**src/rtl/uart_rx.sv**
```systemverilog
// rtl/uart_rx.sv - 8N1 UART receiver with 16x oversampling, stop-bit check and framing-error pulse
module uart_rx #(
  parameter int TICK_DIV   = 651,
  parameter int OVERSAMPLE = 16
) (
  input  logic       clk_in,
  input  logic       rst,
  input  logic       rx_in,
  output logic [7:0] data_out,
  output logic       data_valid,
  output logic       frame_err,
  output logic       busy
);

  localparam int              DW       = (TICK_DIV > 1) ? $clog2(TICK_DIV) : 1;
  localparam logic [DW-1:0]   DIV_MAX  = DW'(TICK_DIV - 1);
  localparam logic [3:0]      MID_SMP  = 4'(OVERSAMPLE / 2 - 1);
  localparam logic [3:0]      LAST_SMP = 4'(OVERSAMPLE - 1);

  typedef enum logic [1:0] {IDLE, START, DATA, STOP} state_t;

  logic          rx_meta, rx_s;
  logic [DW-1:0] div_cnt;
  logic          tick;

  state_t        state, state_d;
  logic [3:0]    sample_cnt, sample_cnt_d;
  logic [2:0]    bit_cnt, bit_cnt_d;
  logic [7:0]    shift_q, shift_d;
  logic          armed, armed_d;
  logic          valid_set, err_set;

  always_ff @(posedge clk_in) begin
    if (rst) begin
      rx_meta <= 1'b1;
      rx_s    <= 1'b1;
    end else begin
      rx_meta <= rx_in;
      rx_s    <= rx_meta;
    end
  end

  always_ff @(posedge clk_in) begin
    if (rst)       div_cnt <= '0;
    else if (tick) div_cnt <= '0;
    else           div_cnt <= div_cnt + 1'b1;
  end

  assign tick = (div_cnt == DIV_MAX);

  always_ff @(posedge clk_in) begin
    if (rst) begin
      state      <= IDLE;
      sample_cnt <= '0;
      bit_cnt    <= '0;
      shift_q    <= '0;
      armed      <= 1'b1;
      data_out   <= 8'h00;
      data_valid <= 1'b0;
      frame_err  <= 1'b0;
    end else begin
      state      <= state_d;
      sample_cnt <= sample_cnt_d;
      bit_cnt    <= bit_cnt_d;
      shift_q    <= shift_d;
      armed      <= armed_d;
      data_valid <= valid_set;
      frame_err  <= err_set;
      if (valid_set) data_out <= shift_q;
    end
  end

  // Everything below only moves on an oversample tick; between ticks the state is frozen.
  always_comb begin
    state_d      = state;
    sample_cnt_d = sample_cnt;
    bit_cnt_d    = bit_cnt;
    shift_d      = shift_q;
    armed_d      = armed;
    if (tick) begin
      case (state)
        IDLE: begin
          if (rx_s) begin
            armed_d = 1'b1;
          end else if (armed) begin
            state_d      = START;
            sample_cnt_d = '0;
          end
        end
        START: begin
          if (sample_cnt == MID_SMP) begin
            if (!rx_s) begin
              state_d      = DATA;
              sample_cnt_d = '0;
              bit_cnt_d    = '0;
            end else begin
              state_d = IDLE;
            end
          end else begin
            sample_cnt_d = sample_cnt + 4'd1;
          end
        end
        DATA: begin
          if (sample_cnt == LAST_SMP) begin
            shift_d[bit_cnt] = rx_s;
            sample_cnt_d     = '0;
            if (bit_cnt == 3'd7) state_d = STOP;
            else                 bit_cnt_d = bit_cnt + 3'd1;
          end else begin
            sample_cnt_d = sample_cnt + 4'd1;
          end
        end
        STOP: begin
          // A low stop bit disarms start detection until the line is seen high again.
          if (sample_cnt == LAST_SMP) begin
            state_d = IDLE;
            if (!rx_s) armed_d = 1'b0;
          end else begin
            sample_cnt_d = sample_cnt + 4'd1;
          end
        end
        default: state_d = IDLE;
      endcase
    end
  end

  always_comb begin
    valid_set = 1'b0;
    err_set   = 1'b0;
    if (tick && state == STOP && sample_cnt == LAST_SMP) begin
      valid_set = rx_s;
      err_set   = !rx_s;
    end
  end

  assign busy = (state != IDLE);

endmodule

```
**config.mk**
```make
export PLATFORM = sky130hd
export DESIGN_NAME = uart_rx
export DESIGN_NICKNAME = d
export VERILOG_FILES = /design/src/rtl/uart_rx.sv
export SDC_FILE = /design/constraint.sdc
export NUM_CORES = 1
export LEC_CHECK = 0
export CAP_MARGIN = 20
export CORE_ASPECT_RATIO = 0.7
export CORE_MARGIN = 10
export CORE_UTILIZATION = 61
export DETAILED_ROUTE_END_ITERATION = 10
export GPL_TIMING_DRIVEN = 0
export PLACE_DENSITY_LB_ADDON = 0.12
export SETUP_SLACK_MARGIN = 0.1
export SKIP_CTS_REPAIR_TIMING = 1
export SLEW_MARGIN = 20
export SYNTH_ARGS = -nofsm -noshare
export SYNTH_HDL_FRONTEND = slang
export SYNTH_SLANG_ARGS = --single-unit
```
**constraint.sdc**
```tcl
create_clock -name clk_in -period 4.58 [get_ports clk_in]
set_input_delay 1.374 -clock clk_in [delete_from_list [all_inputs] [get_ports clk_in]]
set_output_delay 1.374 -clock clk_in [all_outputs]
set_load 0.02 [all_outputs]
```
==> results.txt <==
- The run finished with clean final reports.
* Cell type contributing the most total cell area after synthesis: sky130_fd_sc_hd__dfxtp_1
- For this run, the post-layout net count is 228.
- The floorplan step defined a core boundary enclosing 2860 um^2.
- CP endpoint kind: output pin
* Slew at the pin closest to its max-slew limit: around 500 ps
- The die covers 5690 um^2.
* Largest net degree at the start of global routing: 12
- IR analysis of the VDD net gives a maximum drop of 0.306 mV.
* Top fanout value on the critical path: 10
- Via count of the first global-routing pass: 1410
- Detailed routing inserted a total of 1440 vias.
- In the final routed layout, each cell accounts on average for 14.6 um.
- At the end of routability-driven placement, the weighted congestion stood at 0.829.
- For the finished layout, the period the worst path requires is 3020 ps.
- The min-delay analysis places its worst path in the category reg -> reg.
- Starting utilization of the core area: 64.9%
- The tool flagged a number of max-cap violations equal to 0.
- Mux share of post-synthesis cell area: under 10%
- Synthesis produced a netlist with a net count of 208.
- The count of pins over their slew limit is 0.
* Combined area of all synthesized cells: 1860 um^2
- Fin Setup TNS: 0 ps
* Buffers on Ports: 13
- The initial antenna violation count is 0.
- The synthesized netlist devotes 3.37% of its cell area to adder and majority cells.
- Final setup viols: 0
- Arr. time, crit path: between 1500 and 2000 ps
- Pwr/cell area: 288 nW/um^2
- Clock tree from TritonCTS: yes
* Std-Cell Rows: 16
- Critical path launch point type: register
- From synthesis to final layout, the design area changed by 14.3%.
* Total global routing overflow: 0
- The setup path with the least slack is of type reg -> out.
- Length of the first detailed-routing pass in iterations: 4
- Most area-consuming cells after synthesis: sky130_fd_sc_hd__dfxtp_1 43%, sky130_fd_sc_hd__mux2i_1 9.2%, sky130_fd_sc_hd__nor2_1 7.3%
- Final cell area excluding filler cells: 2120 um^2
- Root Buffer: sky130_fd_sc_hd__clkbuf_8
- After the first detailed-routing iteration, the DRC count stood at 228.
- Flop and latch count out of synthesis: 40
- The clock arrives with 9.18 ps of skew.
- Simple-gate area share of the yosys netlist: 27.9%
- Timing would allow up to 0.331 GHz.
* Complex-gate fraction of the synthesized area: 7.21%
- Summed over all nets, the half-perimeter wirelength after detailed placement is 2770 um.
- The clock passes through at most 2 buffers.
* Post-synth EDFFs: 0
* Antenna Violating Nets Remaining: 0
* Die X: 85.9 um
- By area, the combinational part of the netlist is dominated by simple AND/OR/NAND/NOR gates.
* CTS buffer count: 5
- Power consumption: between 600 and 700 uW
- Final hold violation count: 0
- In the routed layout, each cell is associated on average with a via count of 5.60.
* Count of warnings emitted by yosys: 0
- Most used cells in the layout excluding fill and tap cells: 40 x sky130_fd_sc_hd__dfxtp_1, 36 x sky130_fd_sc_hd__nor2_1, 17 x sky130_fd_sc_hd__mux2i_1, 13 x sky130_fd_sc_hd__clkdlybuf4s50_1, 8 x sky130_fd_sc_hd__nand3_1
- The number of different library cells used by synthesis comes to 51.
* Post-CTS clock slew at the launch and capture registers of the worst setup and hold paths: 80 ps
- Sequential element share of the synthesized area: a little over two fifths
- Dividing the synthesized area by the synthesized cell count gives 9.28 um^2.
- The library cell used most frequently in the layout, excluding fill and tap cells, is sky130_fd_sc_hd__dfxtp_1.
- At the later pin of the worst-skew pair, clock insertion delay measures approximately 290 ps.
- Vertical die dimension: 66.2 um
* Routed WL: 3750 um
- For this run, design rule violations remaining after detail routing come to 0.
- Headroom to the max-slew limit came out at 66.4%.
* Share of async-settable or async-resettable flops after synthesis: 0%
* Data required time of the worst path: 3210 ps
- Final worst-path cycle share: 65.9%
- Instance area at placement: roughly 2000 um^2
* Setup repair after global routing missed its margin: false
* Leakage power of the design: around 0.8 nW
- TritonCTS Sinks: 40
- The first global-routing pass estimated about 6400 um of wire.
- Most common flop cell mapped by yosys: sky130_fd_sc_hd__dfxtp_1
- In the final layout, the share of cells above drive strength 1 is 10.9%.
- During I/O placement, the number of pins put on the boundary was 14.
* Parity-gate share of the synthesized area counting xor and xnor cells: 4.25%
* Cells after synthesis: 200
- Global routing consumed, over all layers together, 13.8% of the routing resources.
- The H-tree was split into 2 levels.
- The top cell type by area accounts for 43.1% of the synthesized area.
- Antenna fix cells: 0
[worst max-delay path, stage by stage (launching register included)]
cell                              delay (ps)
sky130_fd_sc_hd__dfxtp_1                 300
sky130_fd_sc_hd__buf_4                   160
sky130_fd_sc_hd__nor2_1                  240
sky130_fd_sc_hd__inv_2                   110
sky130_fd_sc_hd__clkdlybuf4s50_1         560
[logic make-up after synthesis]
family          Yosys count
compound gates           19
xor+xnor                  9
fa+ha+maj                 5
buf+inv                  16
flops                    40
mux                      18
simple gates             93
[through the flow]
step                hold slack (ps)  util (%)  worst slack (ps)  instances
floorplan                       389         -              2480        200
global placement                397      71.0              1890        249
detailed placement              397      71.0              1860        249
CTS                             415      74.1              1580        257
global route                    427      74.1              1510        257
finish                          420      74.1              1560        257
[layer usage]
| layer | vias up | global-route usage, % | wire length [um] |
|---|---|---|---|
| met5 | - | 0 | 0 |
| met4 | 0 | 4.71 | 35 |
| met3 | 6 | 5.05 | 272 |
| met2 | 50 | 22.5 | 1680 |
| met1 | 653 | 16.5 | 1770 |
| li1 | 731 | - | - |
[state kept, by name, indices dropped and copies added (netlist names), named ones only]
signal,cells
div_cnt,10
data_out,8
shift_q,8
sample_cnt,4
bit_cnt,3
armed,1
data_valid,1
frame_err,1
rx_meta,1
rx_s,1
state,1
[final timing paths]
check / start / end / slack (ps) / cells after the start
worst max-delay path: register / busy / 1560 / 4
worst min-delay path: rx_meta / rx_s / 420 / 1
worst max register to register: sample_cnt[0] / sample_cnt[0] / 2400 / 6
worst min register to register: rx_meta / rx_s / 420 / 1
[area by class of cell]
| class | instances | area, um^2 |
|---|---|---|
| multi-input combinational | 144 | 975 |
| sequential | 40 | 801 |
| fill | 207 | 741 |
| timing repair buffer | 13 | 130 |
| clock buffer | 8 | 90.1 |
| buffer | 9 | 55.1 |
| tap | 36 | 45.0 |
| inverter | 7 | 26.3 |
[power breakdown]
| part | total (mW) | leakage [nW] | switching, mW | internal [mW] |
|---|---|---|---|---|
| logic | 0.0196 | 0.431 | 0.0112 | 0.00837 |
| clock network | 0.237 | 0.0455 | 0.114 | 0.123 |
| registers | 0.354 | 0.323 | 0.00339 | 0.351 |
[cell usage after synthesis (3+ instances only)]
cell and instances:
sky130_fd_sc_hd__a21oi_1 5, sky130_fd_sc_hd__and3_1 3, sky130_fd_sc_hd__clkbuf_1 4, sky130_fd_sc_hd__dfxtp_1 40, sky130_fd_sc_hd__ha_1 5, sky130_fd_sc_hd__inv_1 6
sky130_fd_sc_hd__mux2i_1 17, sky130_fd_sc_hd__nand2_1 6, sky130_fd_sc_hd__nand3_1 8, sky130_fd_sc_hd__nand4_1 4, sky130_fd_sc_hd__nor2_1 36, sky130_fd_sc_hd__nor3_1 6
sky130_fd_sc_hd__o21ai_0 3, sky130_fd_sc_hd__xnor2_1 6, sky130_fd_sc_hd__xor2_1 3
(Power assumes the default switching activity.)
